$ cat src/rtl/systolic_pkg.sv
`default_nettype none
// ============================================================================
//  Module      : systolic_pkg
//  Description : Shared definitions for the systolic wavefront controller:
//                the controller state encoding and the PE diagonal-id helper.
//  Ports       : none (package)
//  Options     : SYSTOLIC_ABORT_EN (consumed by interface and top, not here)
//  Revision    : 1.0 - initial release
// ============================================================================
package systolic_pkg;

  typedef enum logic [1:0] {
    IDLE = 2'd0,
    RUN  = 2'd1,
    DONE = 2'd2
  } state_e;

  // Diagonal id of PE(m,n): every PE on the same anti-diagonal sees the
  // wavefront on the same cycle.
  function automatic int diag_id(input int m, input int n);
    return m + n;
  endfunction

endpackage
`default_nettype wire

$ cat src/rtl/systolic_wave_ctrl_if.sv
`default_nettype none
// ============================================================================
//  Module      : systolic_wave_ctrl_if
//  Description : Job request / PE-control bundle of the wavefront controller.
//  Ports       : start, k_len, [abort]    - job request side (master drives)
//                op, first, busy, done    - controller outputs (slave drives)
//  Options     : SYSTOLIC_ABORT_EN adds the abort signal to both modports.
//  Revision    : 1.0 - initial release
// ============================================================================
interface systolic_wave_ctrl_if #(
  parameter int ROWS  = 2,
  parameter int COLS  = 4,
  parameter int LEN_W = 4
);

  logic                   start;
  logic [LEN_W-1:0]       k_len;
`ifdef SYSTOLIC_ABORT_EN
  logic                   abort;
`endif
  logic [ROWS*COLS-1:0]   op;
  logic [ROWS*COLS-1:0]   first;
  logic                   busy;
  logic                   done;

`ifdef SYSTOLIC_ABORT_EN
  modport master (output start, k_len, abort, input  op, first, busy, done);
  modport slave  (input  start, k_len, abort, output op, first, busy, done);
`else
  modport master (output start, k_len, input  op, first, busy, done);
  modport slave  (input  start, k_len, output op, first, busy, done);
`endif

endinterface
`default_nettype wire

$ cat src/rtl/systolic_pe_window.sv
`default_nettype none
// ============================================================================
//  Module      : systolic_pe_window
//  Description : Per-PE activity window. A PE on diagonal DIAG computes while
//                DIAG <= t <= DIAG+len-1 and clears its accumulator at t==DIAG.
//  Ports       : en_i    - controller is (about to be) in RUN
//                t_i     - RUN cycle index
//                len_i   - accumulation length L of the current job
//                op_o    - compute enable for this PE
//                first_o - accumulator-clear strobe for this PE
//  Options     : none
//  Revision    : 1.0 - initial release
// ============================================================================
module systolic_pe_window
  import systolic_pkg::*;
#(
  parameter int T_W   = 4,
  parameter int LEN_W = 4,
  parameter int DIAG  = 0
) (
  input  wire logic             en_i,
  input  wire logic [T_W-1:0]   t_i,
  input  wire logic [LEN_W-1:0] len_i,
  output logic                  op_o,
  output logic                  first_o
);

  // One spare bit so DIAG+len never wraps in the upper-bound compare.
  localparam int CW = T_W + LEN_W + 1;

  logic [CW-1:0] w_t;
  logic [CW-1:0] w_lo;
  logic [CW-1:0] w_hi;

  assign w_t  = CW'(t_i);
  assign w_lo = CW'(DIAG);
  assign w_hi = CW'(DIAG) + CW'(len_i);

  assign op_o    = en_i && (w_t >= w_lo) && (w_t < w_hi);
  assign first_o = en_i && (w_t == w_lo);

endmodule
`default_nettype wire

$ cat src/rtl/systolic_wave_ctrl.sv
`default_nettype none
// ============================================================================
//  Module      : systolic_wave_ctrl
//  Description : Skewed-wavefront controller for a ROWS x COLS systolic array.
//                A job of length L runs ROWS+COLS-2+L cycles; PE(m,n) is
//                enabled for L cycles starting at t = m+n.
//  Ports       : clk  - clock, rising edge
//                rst  - synchronous reset, active low
//                bus  - systolic_wave_ctrl_if.slave
//                       in : start, k_len, [abort]
//                       out: op, first (bit m*COLS+n -> PE(m,n)), busy, done
//  Options     : SYSTOLIC_ABORT_EN - enables abort of a running job.
//  Revision    : 1.0 - initial release
// ============================================================================
module systolic_wave_ctrl
  import systolic_pkg::*;
#(
  parameter int ROWS  = 2,
  parameter int COLS  = 4,
  parameter int KMAX  = 8,
  parameter int LEN_W = $clog2(KMAX + 1)
) (
  input  wire logic            clk,
  input  wire logic            rst,
  systolic_wave_ctrl_if.slave  bus
);

  localparam int NPE = ROWS * COLS;
  // Holds the largest RUN index (ROWS+COLS-3+KMAX) and its successor.
  localparam int T_W = $clog2(ROWS + COLS - 2 + KMAX + 1);
  localparam logic [T_W:0] c_span = (T_W+1)'(ROWS + COLS - 2);

  state_e           state_q, state_d;
  logic [T_W-1:0]   t_q,     t_d;
  logic [LEN_W-1:0] len_q,   len_d;
  logic [NPE-1:0]   op_q,    first_q;
  logic             busy_q,  done_q;

  logic [NPE-1:0]   w_op;
  logic [NPE-1:0]   w_first;
  logic             w_len_ok;
  logic             w_last;

  assign w_len_ok = (bus.k_len != '0) && (32'(bus.k_len) <= 32'(KMAX));
  // Last RUN cycle when t+1 == ROWS+COLS-2+L.
  assign w_last   = (({1'b0, t_q} + (T_W+1)'(1)) == (c_span + (T_W+1)'(len_q)));

  // --------------------------------------------------------------------------
  // Next-state logic
  // --------------------------------------------------------------------------
  always_comb begin
    state_d = state_q;
    t_d     = t_q;
    len_d   = len_q;
    case (state_q)
      IDLE: begin
        if (bus.start) begin
          if (w_len_ok) begin
            state_d = RUN;
            t_d     = '0;
            len_d   = bus.k_len;
          end else begin
            state_d = DONE;
          end
        end
      end
      RUN: begin
`ifdef SYSTOLIC_ABORT_EN
        if (bus.abort) begin
          state_d = DONE;
        end else if (w_last) begin
          state_d = DONE;
        end else begin
          t_d = t_q + T_W'(1);
        end
`else
        if (w_last) begin
          state_d = DONE;
        end else begin
          t_d = t_q + T_W'(1);
        end
`endif
      end
      DONE:    state_d = IDLE;
      default: state_d = IDLE;
    endcase
  end

  // --------------------------------------------------------------------------
  // PE windows evaluate the next-cycle state so op/first can be registered
  // and still line up with busy and the RUN index.
  // --------------------------------------------------------------------------
  for (genvar m = 0; m < ROWS; m++) begin : g_row
    for (genvar n = 0; n < COLS; n++) begin : g_col
      systolic_pe_window #(
        .T_W   (T_W),
        .LEN_W (LEN_W),
        .DIAG  (diag_id(m, n))
      ) u_win (
        .en_i    (state_d == RUN),
        .t_i     (t_d),
        .len_i   (len_d),
        .op_o    (w_op[m*COLS+n]),
        .first_o (w_first[m*COLS+n])
      );
    end
  end

  // --------------------------------------------------------------------------
  // State and output registers
  // --------------------------------------------------------------------------
  always_ff @(posedge clk) begin
    if (!rst) begin
      state_q <= IDLE;
      t_q     <= '0;
      len_q   <= '0;
      op_q    <= '0;
      first_q <= '0;
      busy_q  <= 1'b0;
      done_q  <= 1'b0;
    end else begin
      state_q <= state_d;
      t_q     <= t_d;
      len_q   <= len_d;
      op_q    <= w_op;
      first_q <= w_first;
      busy_q  <= (state_d == RUN);
      done_q  <= (state_d == DONE);
    end
  end

  assign bus.op    = op_q;
  assign bus.first = first_q;
  assign bus.busy  = busy_q;
  assign bus.done  = done_q;

endmodule
`default_nettype wire

$ cat src/flat_wrapper.sv
// flat-port wrapper written by rule: the top's interface ports become plain ports
module systolic_wave_ctrl_flat import systolic_pkg::*;
#(
  parameter int ROWS  = 2,
  parameter int COLS  = 4,
  parameter int KMAX  = 8,
  parameter int LEN_W = $clog2(KMAX + 1)
)
  (clk, rst, bus_start, bus_k_len, bus_op, bus_first, bus_busy, bus_done);
  systolic_wave_ctrl_if #(.ROWS(ROWS), .COLS(COLS), .LEN_W(LEN_W)) bus_i ();
  input  wire logic clk;
  input  wire logic rst;
  input wire logic [$bits(bus_i.start)-1:0] bus_start;
  input wire logic [$bits(bus_i.k_len)-1:0] bus_k_len;
  output wire logic [$bits(bus_i.op)-1:0] bus_op;
  output wire logic [$bits(bus_i.first)-1:0] bus_first;
  output wire logic [$bits(bus_i.busy)-1:0] bus_busy;
  output wire logic [$bits(bus_i.done)-1:0] bus_done;
  assign bus_i.start = bus_start;
  assign bus_i.k_len = bus_k_len;
  assign bus_op = bus_i.op;
  assign bus_first = bus_i.first;
  assign bus_busy = bus_i.busy;
  assign bus_done = bus_i.done;
  systolic_wave_ctrl #(.ROWS(ROWS), .COLS(COLS), .KMAX(KMAX), .LEN_W(LEN_W)) u_core (.clk(clk), .rst(rst), .bus(bus_i));
endmodule
$ cat config.mk
export PLATFORM = sky130hd
export DESIGN_NAME = systolic_wave_ctrl_flat
export DESIGN_NICKNAME = d
export VERILOG_FILES = /design/src/rtl/systolic_pkg.sv /design/src/rtl/systolic_wave_ctrl_if.sv /design/src/rtl/systolic_pe_window.sv /design/src/rtl/systolic_wave_ctrl.sv /design/src/flat_wrapper.sv
export SDC_FILE = /design/constraint.sdc
export NUM_CORES = 1
export LEC_CHECK = 0
export ABC_CLOCK_PERIOD_IN_PS = 3200
export CAP_MARGIN = 5
export CORE_UTILIZATION = 49
export DETAILED_ROUTE_END_ITERATION = 7
export GPL_ROUTABILITY_DRIVEN = 0
export PLACE_DENSITY = 0.86
export SLEW_MARGIN = 20
export SYNTH_ARGS = -nofsm -noshare
export SYNTH_HDL_FRONTEND = slang
export SYNTH_SLANG_ARGS = --single-unit
export TNS_END_PERCENT = 100
$ cat constraint.sdc
create_clock -name clk -period 3.2 [get_ports clk]
set_clock_uncertainty 0.05 [all_clocks]
set_input_delay 0.64 -clock clk [delete_from_list [all_inputs] [get_ports clk]]
set_output_delay 0.64 -clock clk [all_outputs]
set_load 0.05 [all_outputs]
## After elaboration in Yosys (flattened, before gate mapping)

Index checks and enable logic that the tools add are counted.

| storage, ports and cells | value |
|---|---|
| register bits after elaboration | 28 |
| input bits | 7 |

| cells by class | value |
|---|---|
| add/sub/neg operators | 7 |
| reduce and logical (&&, ||, !) cells | 19 |
| magnitude comparators | 11 |
| equal/unequal tests | 8 |
| mux-type cells | 11 |

Operators with widths:

| kind | count |
|---|---|
| $lt 4x9->1 | 4 |
| $mux 4 | 6 |
| $logic_and 1x1->1 | 16 |
| $add 2x4->5 const A | 2 |
| $add 3x4->5 const A | 2 |
| $logic_not 9->1 | 1 |
| $eq 4x2->1 const B | 2 |
| $ge 4x1->1 const B | 2 |
| $ge 4x2->1 const B | 2 |
| $pmux 4 s2 | 1 |
| $mux 2 | 3 |
| $add 1x4->5 const A | 1 |
| $add 4x1->5 const B | 1 |
| $eq 5x5->1 | 1 |
| $add 4x1->4 const B | 1 |
| $eq 2x1->1 const B | 2 |
| $eq 4x1->1 const B | 1 |
| $eq 4x3->1 const B | 1 |
| $ge 4x3->1 const B | 1 |
| $le 4x4->1 const B | 1 |
| $lt 4x4->1 | 1 |
| $pmux 2 s2 | 1 |
| $reduce_bool 4->1 | 1 |
| $eq 2x2->1 const B | 1 |
| $logic_not 2->1 | 1 |

## Depth between registers and ports, before layout

Gate-level depths: netlist of the first run.

| depth | value |
|---|---|
| depth after elaboration | 8 |
| mapped depth | 13 |
| depth with buffers taken out | 12 |

## Hierarchy

Synthesis of the first run repeated with hierarchy kept, for this count alone.

| unflattened totals | value |
|---|---|
| cells, all modules | 251 |
| area total of the unflattened synthesis | 2,208.4 µm² |

By module, submodules not included:

| module | times used | cells each | area each (µm²) |
|---|---|---|---|
| systolic_wave_ctrl | 1 | 116 | 1,162.4 |
| systolic_pe_window (u_core.g_row[0].g_col[3].u_win ...) | 2 | 19 | 165.2 |
| systolic_pe_window (u_core.g_row[0].g_col[1].u_win ...) | 2 | 17 | 130.1 |
| systolic_pe_window (u_core.g_row[0].g_col[2].u_win ...) | 2 | 16 | 118.9 |
| systolic_pe_window (u_core.g_row[1].g_col[3].u_win) | 1 | 16 | 117.6 |
| systolic_pe_window (u_core.g_row[0].g_col[0].u_win) | 1 | 15 | 100.1 |

## Worst setup path after synthesis of the first run

No wires, ideal clock.

| path | value |
|---|---|
| path type | input -> register |
| from | input port bus_start |
| to | register u_core.op_q[6] (netlist: u_core.bus.op[6]) |
| data required time | 3,076 ps |
| stages | 11 |
| arrival | 3,134 ps |
| library setup time | 74 ps |
| path slack | -58 ps |
| cell sequence | or3b_1 -> nor3_4 -> buf_6 -> mux2_2 -> inv_1 -> ha_1 -> ha_1 -> a21oi_1 -> o311ai_1 -> maj3_2 -> a31oi_1 |

| on the way | value |
|---|---|
| cells in the longest elaborated chain, start to end | 5 |
| elaborated cells on any way between the ends | 12 |
| classes of those cells | 1 x add/sub; 2 x order compare; 1 x eq/ne; 6 x mux; 2 x reduce/logical |

RTL lines:

| element | line | text |
|---|---|---|
| start: declaration | flat_wrapper.sv:13 | `input wire logic [$bits(bus_i.start)-1:0] bus_start;` |
| $mux 4 | systolic_wave_ctrl.sv:57 | `if (bus.start) begin` |
| $mux 4 | systolic_wave_ctrl.sv:55 | `case (state_q)` |
| via u_core.g_row[0].g_col[0].u_win.len_i[1] | systolic_pe_window.sv:23 | `input wire logic [LEN_W-1:0] len_i,` |
| $add 2x4->5 | systolic_pe_window.sv:37 | `assign w_hi = CW'(DIAG) + CW'(len_i);` |
| $lt 4x9->1 | systolic_pe_window.sv:39 | `assign op_o = en_i && (w_t >= w_lo) && (w_t < w_hi);` |
| $logic_and 1x1->1 | systolic_pe_window.sv:39 |  |
| end signal: assignment | systolic_wave_ctrl.sv:125 | `op_q <= w_op;` |
| end: declaration | systolic_wave_ctrl.sv:36 | `logic [NPE-1:0] op_q, first_q;` |

The timed path passes the listed nets, and every way through them passes these cells.
A chain may end at the register's enable or synchronous reset.

## Final worst setup path of the first run

| path | value |
|---|---|
| from | input port bus_k_len[1] |
| to | register u_core.op_q[6] (netlist: u_core.bus.op[6]) |

| on the way | value |
|---|---|
| cells in the longest elaborated chain, start to end | 8 |
| elaborated cells on any way between the ends | 18 |
| classes of those cells | 1 x add/sub; 3 x order compare; 1 x eq/ne; 9 x mux; 4 x reduce/logical |

RTL lines:

| element | line | text |
|---|---|---|
| start: declaration | flat_wrapper.sv:14 | `input wire logic [$bits(bus_i.k_len)-1:0] bus_k_len;` |
| $le 4x4->1 / $reduce_bool 4->1 (equally long branches) | systolic_wave_ctrl.sv:44 | `assign w_len_ok = (bus.k_len != '0) && (32'(bus.k_len) <= 32'(KMAX));` |
| $logic_and 1x1->1 | systolic_wave_ctrl.sv:44 |  |
| $mux 4 / $mux 2 (equally long branches) | systolic_wave_ctrl.sv:58 | `if (w_len_ok) begin` |
| $mux 4 / $mux 2 (equally long branches) | systolic_wave_ctrl.sv:57 |  |
| $mux 4, or another cell as far along | systolic_wave_ctrl.sv:55 |  |
| $add 2x4->5, or another cell as far along | systolic_pe_window.sv:37 |  |
| $lt 4x9->1 / $logic_and 1x1->1 (equally long branches) | systolic_pe_window.sv:39 |  |
| $logic_and 1x1->1 (*) | systolic_pe_window.sv:39 |  |

Every way passes the cells marked *; elsewhere a longest branch is shown, timed or not.

==> flow_summary.toml, run 1 <==
[drt]
firstDrtPassIters = 5
drt-initial-drc-count = 186
antenna_left = 0
route.detailed.wl_per_inst_um = 17.6
vias = 1645
totalWireLength_um = 4850
vias_per_cell = 5.96
drc = 0

[logic_synthesis]
synth.avg_cell_area_sq_um = 9.04
synth_cell_types = 57
yosys.area.top_type = "dfxtp_1"
async_flop_share = 0
netlist_area_sq_um = 1710
synth_edf_count = 0
yosysWarnings = 0
yosysSeqAreaShare = 0.258
synth_nets = 214
yosys-top-cells-count = "dfxtp_1, ha_1, nand2_1"
synth.top_cells.by_area = "dfxtp_1, ha_1, xnor2_1"
netlist.area_leader.share = 0.258
syn_inst = 189
ys_seq_elements = 22
yosysMostFrequentCell = "dfxtp_1"
ys.flop_type = "dfxtp_1"

[layout]
layout-drive-gt1-share = 0.265
multi_input_area_sq_um = 1200
seq_area_sq_um = 440
diodes = 0
fillers = 264
syn_to_final_growth_pct = 32.2
nNetsFinal = 256

[sta]
finalHoldViolations = 0
period_minus_slack_ns = 3.12
fin_ws_ns = 0.0758
tightest_slew_ns = 0.565
finalSetupViolCount = 0
finalMaxSlewViolations = 0
setup_tns_ns = 0
maxSlewHeadroom = 0.619
fmax_ghz = 0.320
fin_crit_sh = 0.976

[floorplan]
pin_count = 25
rows = 21
initial_core_util = 0.512
dieArea_sq_um = 3730
die_h_um = 61.0
dieWidth_um = 61.0
core_sq_um = 3340

[worst_setup_path]
cp.required_ns = 3.40
crit_start = "bus_k_len[1]"
cp_data_arrival_time_ns = 3.33
path_common_cell = "ha_4"
crit_path_max_fanout = 4
crit_buf_inv = 2
reg2reg_depth = 11
cp-endpoint = "u_core.bus.op[6]"
rr_startpoint = "u_core.len_q[2]"
start_kind = "primary input"
cp_slowest_cell = "clkdlybuf4s50_1"
cp_cell_sequence = "clkdlybuf4s50_1 -> o31a_1 -> nor3_4 -> buf_6 -> mux2i_4 -> ha_4 -> ha_4 -> a21oi_2 -> o311ai_2 -> maj3_2 -> a31oi_1"
critPathKind = "primary input to register"
rrSetupSlack_ns = 0.21
r2r_end = "u_core.bus.op[6]"
cp.depth = 11
setup.worst_path.end_class = "register"
path_delay_family = "adder cells"
max_stage_delay_ns = 0.42

[cts]
root_buffer = "clkbuf_4"
postCtsHoldBufs = 0
clkLatencyLatePin_ns = 0.32
tritoncts = "done"
clockBufferDepth = 2
cts.sinks = 22
cts_max_level = 1
cts_made_buffers = 3
clkSlewWorstSetupHoldPaths_ns = 0.13

[grt]
grt_start_max_net_pins = 16
antenna_found_initial = 0
grt_usage = 0.270
gr-total-overflow = 0
grt_pass1_vias = 1562
grt_pass1_wl_um = 7430

[power_and_ir_drop]
power_density_nw_per_um2 = 350
power_frac_comb = 0.353
ir_drop_v = 0.000190
power_w = 0.000789
switching_share = 0.320
p_sw_w = 0.000253
clkPwrFrac = 0.277
leakagePower_nw = 0.929
power_frac_seq = 0.370
intPower_w = 0.000536

[run_status]
status = "completed"

[min_path]
hp-class = "register to register"
hold_depth = 3

[placed_design]
place_ws_ns = -0.435
io_buffers = 24
dp_hpwl_um = 3110

[job]
max-cap-violations = 0
[power groups by stage]
| stage | logic, W | clock network (W) | registers (W) |
|---|---|---|---|
| 5_1_grt | 0.000296 | 0.000226 | 0.000293 |
| 3_3_place_gp | 0.000224 | 0 | 0.000297 |
| 6_report | 0.000278 | 0.000219 | 0.000292 |
| 3_5_place_dp | 0.000231 | 0 | 0.000297 |
| 4_1_cts | 0.000255 | 0.000214 | 0.000292 |
| 2_1_floorplan | 0.000135 | 0 | 0.000315 |
[per-layer routing]
metal / part of all wire / track usage / vias to the layer above
li1: - / - / 752
met1: 0.40 / 0.343 / 780
met2: 0.49 / 0.441 / 91
met3: 0.071 / 0.0483 / 22
met4: 0.038 / 0.133 / 0
met5: 0 / 0 / -
[worst min path at each step]
stage / startpoint / to / slack [ns]
after floorplan: u_core.len_q[1] / u_core.len_q[1] / 0.58
after global placement: u_core.t_q[3] / u_core.t_q[3] / 0.69
after detailed placement: u_core.t_q[3] / u_core.t_q[3] / 0.71
after CTS: u_core.t_q[3] / u_core.t_q[3] / 0.75
after global routing: u_core.len_q[3] / u_core.len_q[3] / 0.83
final: u_core.len_q[3] / u_core.len_q[3] / 0.79
[worst min-delay path: stages, from the launching register on]
cell and delay, ns:
dfxtp_1 0.39, o21ai_0 0.17, o41ai_2 0.14, and2_1 0.13
[flip-flops by register name (all words and copies together) (netlist names)]
signal	count
u_core.bus.first	5
u_core.state_q	2
u_core.len_q	4
u_core.t_q	4
u_core.bus.done	1
u_core.bus.op	5
u_core.bus.busy	1
[cell type report]
| type | count | area share |
|---|---|---|
| Multi-Input combinational cell | 138 | 0.531 |
| Timing Repair Buffer | 51 | 0.199 |
| Sequential cell | 22 | 0.195 |
| Inverter | 15 | 0.0261 |
| Tap cell | 46 | 0.0255 |
| Clock inverter | 1 | 0.0133 |
| Clock buffer | 3 | 0.00998 |
[per-stage QoR]
| step | hold slack [ns] | util | cell area (sq um) | cells |
|---|---|---|---|---|
| 6_report | 0.795 | 0.676 | 2260 | 276 |
| 5_1_grt | 0.832 | 0.676 | 2260 | 276 |
| 4_1_cts | 0.749 | 0.665 | 2220 | 276 |
| 3_5_place_dp | 0.708 | 0.626 | 2090 | 270 |
| 3_3_place_gp | 0.691 | 0.626 | 2090 | 270 |
| 2_1_floorplan | 0.584 | - | 1710 | 189 |
[cells in the final DEF (no fill, tap or decap), types with 6 or more instances in the layout]
cell             synthesis  routed
xnor2_1                  8       8
clkdlybuf4s50_1          0      23
a21oi_1                 10       8
nor2_1                   7       6
and2_1                   8       8
inv_1                   13      12
nand2_1                 14      14
buf_4                    6      26
nor3b_1                  6       6
dfxtp_1                 22      22
ha_1                    18      15
[cell families after synthesis]
family / after synthesis / synth area share
AND/OR/NAND/NOR: 58 / 0.213
multiplexers: 3 / 0.0227
XOR/XNOR: 11 / 0.0564
AO/OA/AOI/OAI: 47 / 0.215
adder cells (fa/ha/maj): 19 / 0.138
buffers and inverters: 29 / 0.0960
flip-flops: 22 / 0.258
[timing repair]
item,CTS,global route
buffers inserted,2,0
resized for setup,10,6
setup endpoints to repair,2,5
pin swaps,4,7
(Power assumes the default switching activity.)
==> run 2: changes to the inputs <==
ABC_CLOCK_PERIOD_IN_PS = 3400   (was 3200)
CORE_UTILIZATION = 54   (was 49)
PLACE_DENSITY = 0.89   (was 0.86)
REMOVE_ABC_BUFFERS = 1   (was not set)
SKIP_CTS_REPAIR_TIMING = 1   (was not set)
clock period = 3.4 ns   (was 3.2 ns; I/O delays follow)
==> run 2 against run 1 <==
Global-route usage down 0.66 points. Cell count decreased by 2.2%. Non-clock buffer count is 4 lower. Count of clock-buffer cells in the layout stayed put. Clock power shrank 5%. Power shrank 12%. Hold slack worse by 0.073 ns. Via count down 5.8%. Combinational power down 22%. Sequential power shrank 6%. Flip-flop and latch count is the same. Die area shrank 9.0%. Largest cell class unchanged.
==> flow_summary.toml, run 2 (synthesis results as in run 1) <==
[run_status]
status = "completed"

[floorplan]
dieWidth_um = 58.2
initial_core_util = 0.564
core_sq_um = 3030
rows = 20
dieArea_sq_um = 3390
die_h_um = 58.2
pin_count = 25

[grt]
met1_usage = 0.327
grt_usage = 0.263
grt_pass1_vias = 1449
grt.busiest_layer = "met2"
grt_pass1_wl_um = 6740
use_met2 = 0.432
antenna_found_initial = 0
grt_util_met3 = 0.0558
grt_start_max_net_pins = 16
gr-total-overflow = 0

[drt]
firstDrtPassIters = 5
antenna_left = 0
drt-initial-drc-count = 84
vias_per_cell = 5.74
drc = 0
vias = 1549
totalWireLength_um = 4210
route.detailed.wl_per_inst_um = 15.6

[placed_design]
place_ws_ns = -0.256
placed_area_sq_um = 2070
dp_hpwl_um = 3260
io_buffers = 24

[worst_setup_path]
cp_data_arrival_time_ns = 3.47
setup.worst_path.end_class = "register"
start_kind = "primary input"
cp.required_ns = 3.61
critPathKind = "primary input to register"
crit_path_max_fanout = 4

[power_and_ir_drop]
power_w = 0.000698
ir_drop_v = 0.000287
power_density_nw_per_um2 = 329
leakagePower_nw = 0.880

[sta]
fmax_ghz = 0.306
fin_crit_sh = 0.961
maxSlewHeadroom = 0.336
finalHoldViolations = 0
finalSetupViolCount = 0
finalMaxSlewViolations = 0
rsz0062_at_grt = "false"
setup_tns_ns = 0
tightest_slew_ns = 0.983
period_minus_slack_ns = 3.27
fin_ws_ns = 0.132

[cts]
cts.sinks = 22
tritoncts = "done"
clkLatencyLatePin_ns = 0.32
cts_max_level = 1
clkSlewWorstSetupHoldPaths_ns = 0.13
clockBufferDepth = 2
cts_made_buffers = 3
root_buffer = "clkbuf_4"

[min_path]
hp-class = "register to register"

[layout]
fillers = 219
diodes = 0
post-route-util = 0.701
layout_common_cells = "clkdlybuf4s50_1, buf_4, dfxtp_1, ha_1, nand2_1"
nNetsFinal = 252
final_common_cell = "clkdlybuf4s50_1"
syn_to_final_growth_pct = 24.3
layout-drive-gt1-share = 0.208
design_area_sq_um = 2120

[job]
max-cap-violations = 0
[run 2: through the flow]
stage,std cells,hold WS [ns]
4_1_cts,270,0.716
6_report,270,0.722
5_1_grt,270,0.776
3_3_place_gp,266,0.682
2_1_floorplan,175,0.611
3_5_place_dp,266,0.691
[run 2: final timing paths]
| path | from | to | slack [ns] | depth (start not counted) |
|---|---|---|---|---|
| hold / removal | u_core.t_q[3] | u_core.t_q[3] | 0.72 | 2 |
| setup reg to reg | u_core.t_q[0] | u_core.bus.op[6] | 0.46 | 11 |
| setup / recovery | bus_start | u_core.bus.op[6] | 0.13 | 11 |
| hold reg to reg | u_core.t_q[3] | u_core.t_q[3] | 0.72 | 2 |
[run 2: report_power, final]
group / switching [W] / internal (W) / leakage (nW)
Combinational: 0.000122 / 0.0000935 / 0.673
Sequential: 0.00000658 / 0.000268 / 0.179
Clock: 0.0000881 / 0.000119 / 0.0279
[run 2: layout make-up]
class,instances,area [sq um],area share
flip-flops and latches,22,440,0.207
repair buffers,47,413,0.194
multi-input cells,138,1110,0.521
clock buffers,3,22.5,0.0106
well taps,44,55.1,0.0259
clock inverters,1,30.0,0.0141
inverters,15,56.3,0.0265
[run 2: critical path: stages]
cell and delay (ns):
clkdlybuf4s50_1 0.47, or3b_4 0.40, nor3_4 0.14, buf_4 0.18, mux2i_2 0.25, ha_1 0.29
ha_1 0.32, a21oi_1 0.14, o311ai_1 0.12, maj3_2 0.31, a31oi_1 0.17
[run 2: per-layer routing]
metal / up-vias / part of all wire
li1: 749 / -
met1: 725 / 0.42
met2: 60 / 0.48
met3: 15 / 0.068
met4: 0 / 0.031
met5: - / 0
==> run 3: changes to the inputs <==
CORE_ASPECT_RATIO = 0.75   (was not set)
==> run 3 against run 2 <==
Count of clock-buffer cells in the layout up 1. Via count down 2.3%. Die area about the same. Routed wire length decreased by 0.81%. Worst setup slack worse by 0.082 ns. Largest power group unchanged. Critical path depth stayed put.
==> flow_summary.toml, run 3 (synthesis results as in run 1) <==
[run_status]
status = "completed"

[grt]
grt_start_max_net_pins = 16
gr-total-overflow = 0
antenna_found_initial = 0
grt_usage = 0.269
grt_pass1_vias = 1401
grt_pass1_wl_um = 6800

[cts]
tritoncts = "done"
cts_max_level = 1
clockBufferDepth = 2
clkSlewWorstSetupHoldPaths_ns = 0.08
clkLatencyLatePin_ns = 0.26
cts.sinks = 22
root_buffer = "clkbuf_8"
cts_made_buffers = 3

[floorplan]
die_h_um = 50.7
initial_core_util = 0.574
dieWidth_um = 66.9
core_sq_um = 2980
rows = 17
pin_count = 25
dieArea_sq_um = 3390

[sta]
maxSlewHeadroom = 0.375
setup_tns_ns = 0
fmax_ghz = 0.298
finalHoldViolations = 0
period_minus_slack_ns = 3.35
fin_crit_sh = 0.985
finalMaxSlewViolations = 0
tightest_slew_ns = 0.925
whs_ns = 0.699
fin_ws_ns = 0.0494
finalSetupViolCount = 0

[worst_setup_path]
setup.worst_path.end_class = "register"
max_stage_delay_ns = 0.46
cp_cell_sequence = "clkdlybuf4s50_1 -> or3b_4 -> nor3_4 -> mux2_2 -> inv_1 -> ha_1 -> ha_4 -> nand2_1 -> o311ai_2 -> maj3_2 -> a31oi_1"
cp_slowest_cell = "clkdlybuf4s50_1"
crit_buf_inv = 2
cp_data_arrival_time_ns = 3.45
critPathKind = "primary input to register"
crit_path_max_fanout = 3
path_delay_family = "adder cells"
cp.required_ns = 3.50
start_kind = "primary input"

[layout]
layout-drive-gt1-share = 0.208
nNetsFinal = 247
fillers = 234
layout_common_cells = "clkdlybuf4s50_1, dfxtp_1, buf_4, ha_1, nand2_1"
syn_to_final_growth_pct = 23.7
diodes = 0
final_common_cell = "clkdlybuf4s50_1"
layout.cells.non_filler = 259

[drt]
firstDrtPassIters = 4
drc = 0
totalWireLength_um = 4170
drt-initial-drc-count = 93
vias = 1513
route.detailed.wl_per_inst_um = 16.1
antenna_left = 0
vias_per_cell = 5.84

[min_path]
hp-class = "register to register"

[placed_design]
place_inst = 255
io_buffers = 24
place_ws_ns = -0.227
dp_hpwl_um = 3000

[power_and_ir_drop]
leakagePower_nw = 0.858
power_density_nw_per_um2 = 327
ir_drop_v = 0.000259

[job]
max-cap-violations = 0
[run 3: changes by cell type in the layout (fill, tap and decap cells not counted), moves of 2 or more]
cell      delta
clkbuf_4     -3
o311ai_2     +2
buf_4        -5
clkbuf_8     +4
o311ai_1     -2
[run 3: final cells by class]
| class | count | area [sq um] | area share |
|---|---|---|---|
| clock buffers | 4 | 55.1 | 0.0261 |
| inverters | 15 | 56.3 | 0.0267 |
| multi-input cells | 138 | 1140 | 0.539 |
| flip-flops and latches | 22 | 440 | 0.209 |
| well taps | 38 | 47.5 | 0.0225 |
| repair buffers | 42 | 375 | 0.178 |
[run 3: routing by layer]
layer	vias to the layer above	global-route usage	share of wire	routed length, um
met5	-	0	0	0
met4	0	0.0496	0.0038	16
met3	2	0.0432	0.065	272
met2	58	0.438	0.47	1940
met1	719	0.376	0.47	1940
li1	734	-	-	-
[run 3: where the power goes]
group          leakage [nW]  internal (W)  switching [W]
Combinational         0.650     0.0000960       0.000127
Sequential            0.179      0.000268     0.00000749
Clock                0.0288      0.000103      0.0000885
[run 3: through the flow]
step	utilization	power, W	instance area [sq um]
2_1_floorplan	-	0.000415	1600
3_3_place_gp	0.679	0.000481	2020
3_5_place_dp	0.679	0.000488	2020
4_1_cts	0.698	0.000676	2080
5_1_grt	0.709	0.000719	2110
6_report	0.709	0.000690	2110
[run 3: tightest hold or removal path, cell delays in order (launching register included)]
cell and delay (ns):
dfxtp_1 0.41, xnor2_1 0.25, nor3b_1 0.05
[run 3: final timing paths]
check | startpoint | endpoint | slack (ns) | depth (start not counted)
worst min register to register | u_core.t_q[3] | u_core.t_q[3] | 0.70 | 2
worst max-delay path | bus_start | u_core.bus.op[6] | 0.05 | 11
worst max register to register | u_core.t_q[1] | u_core.bus.op[0] | 0.25 | 12
worst min-delay path | u_core.t_q[3] | u_core.t_q[3] | 0.70 | 2
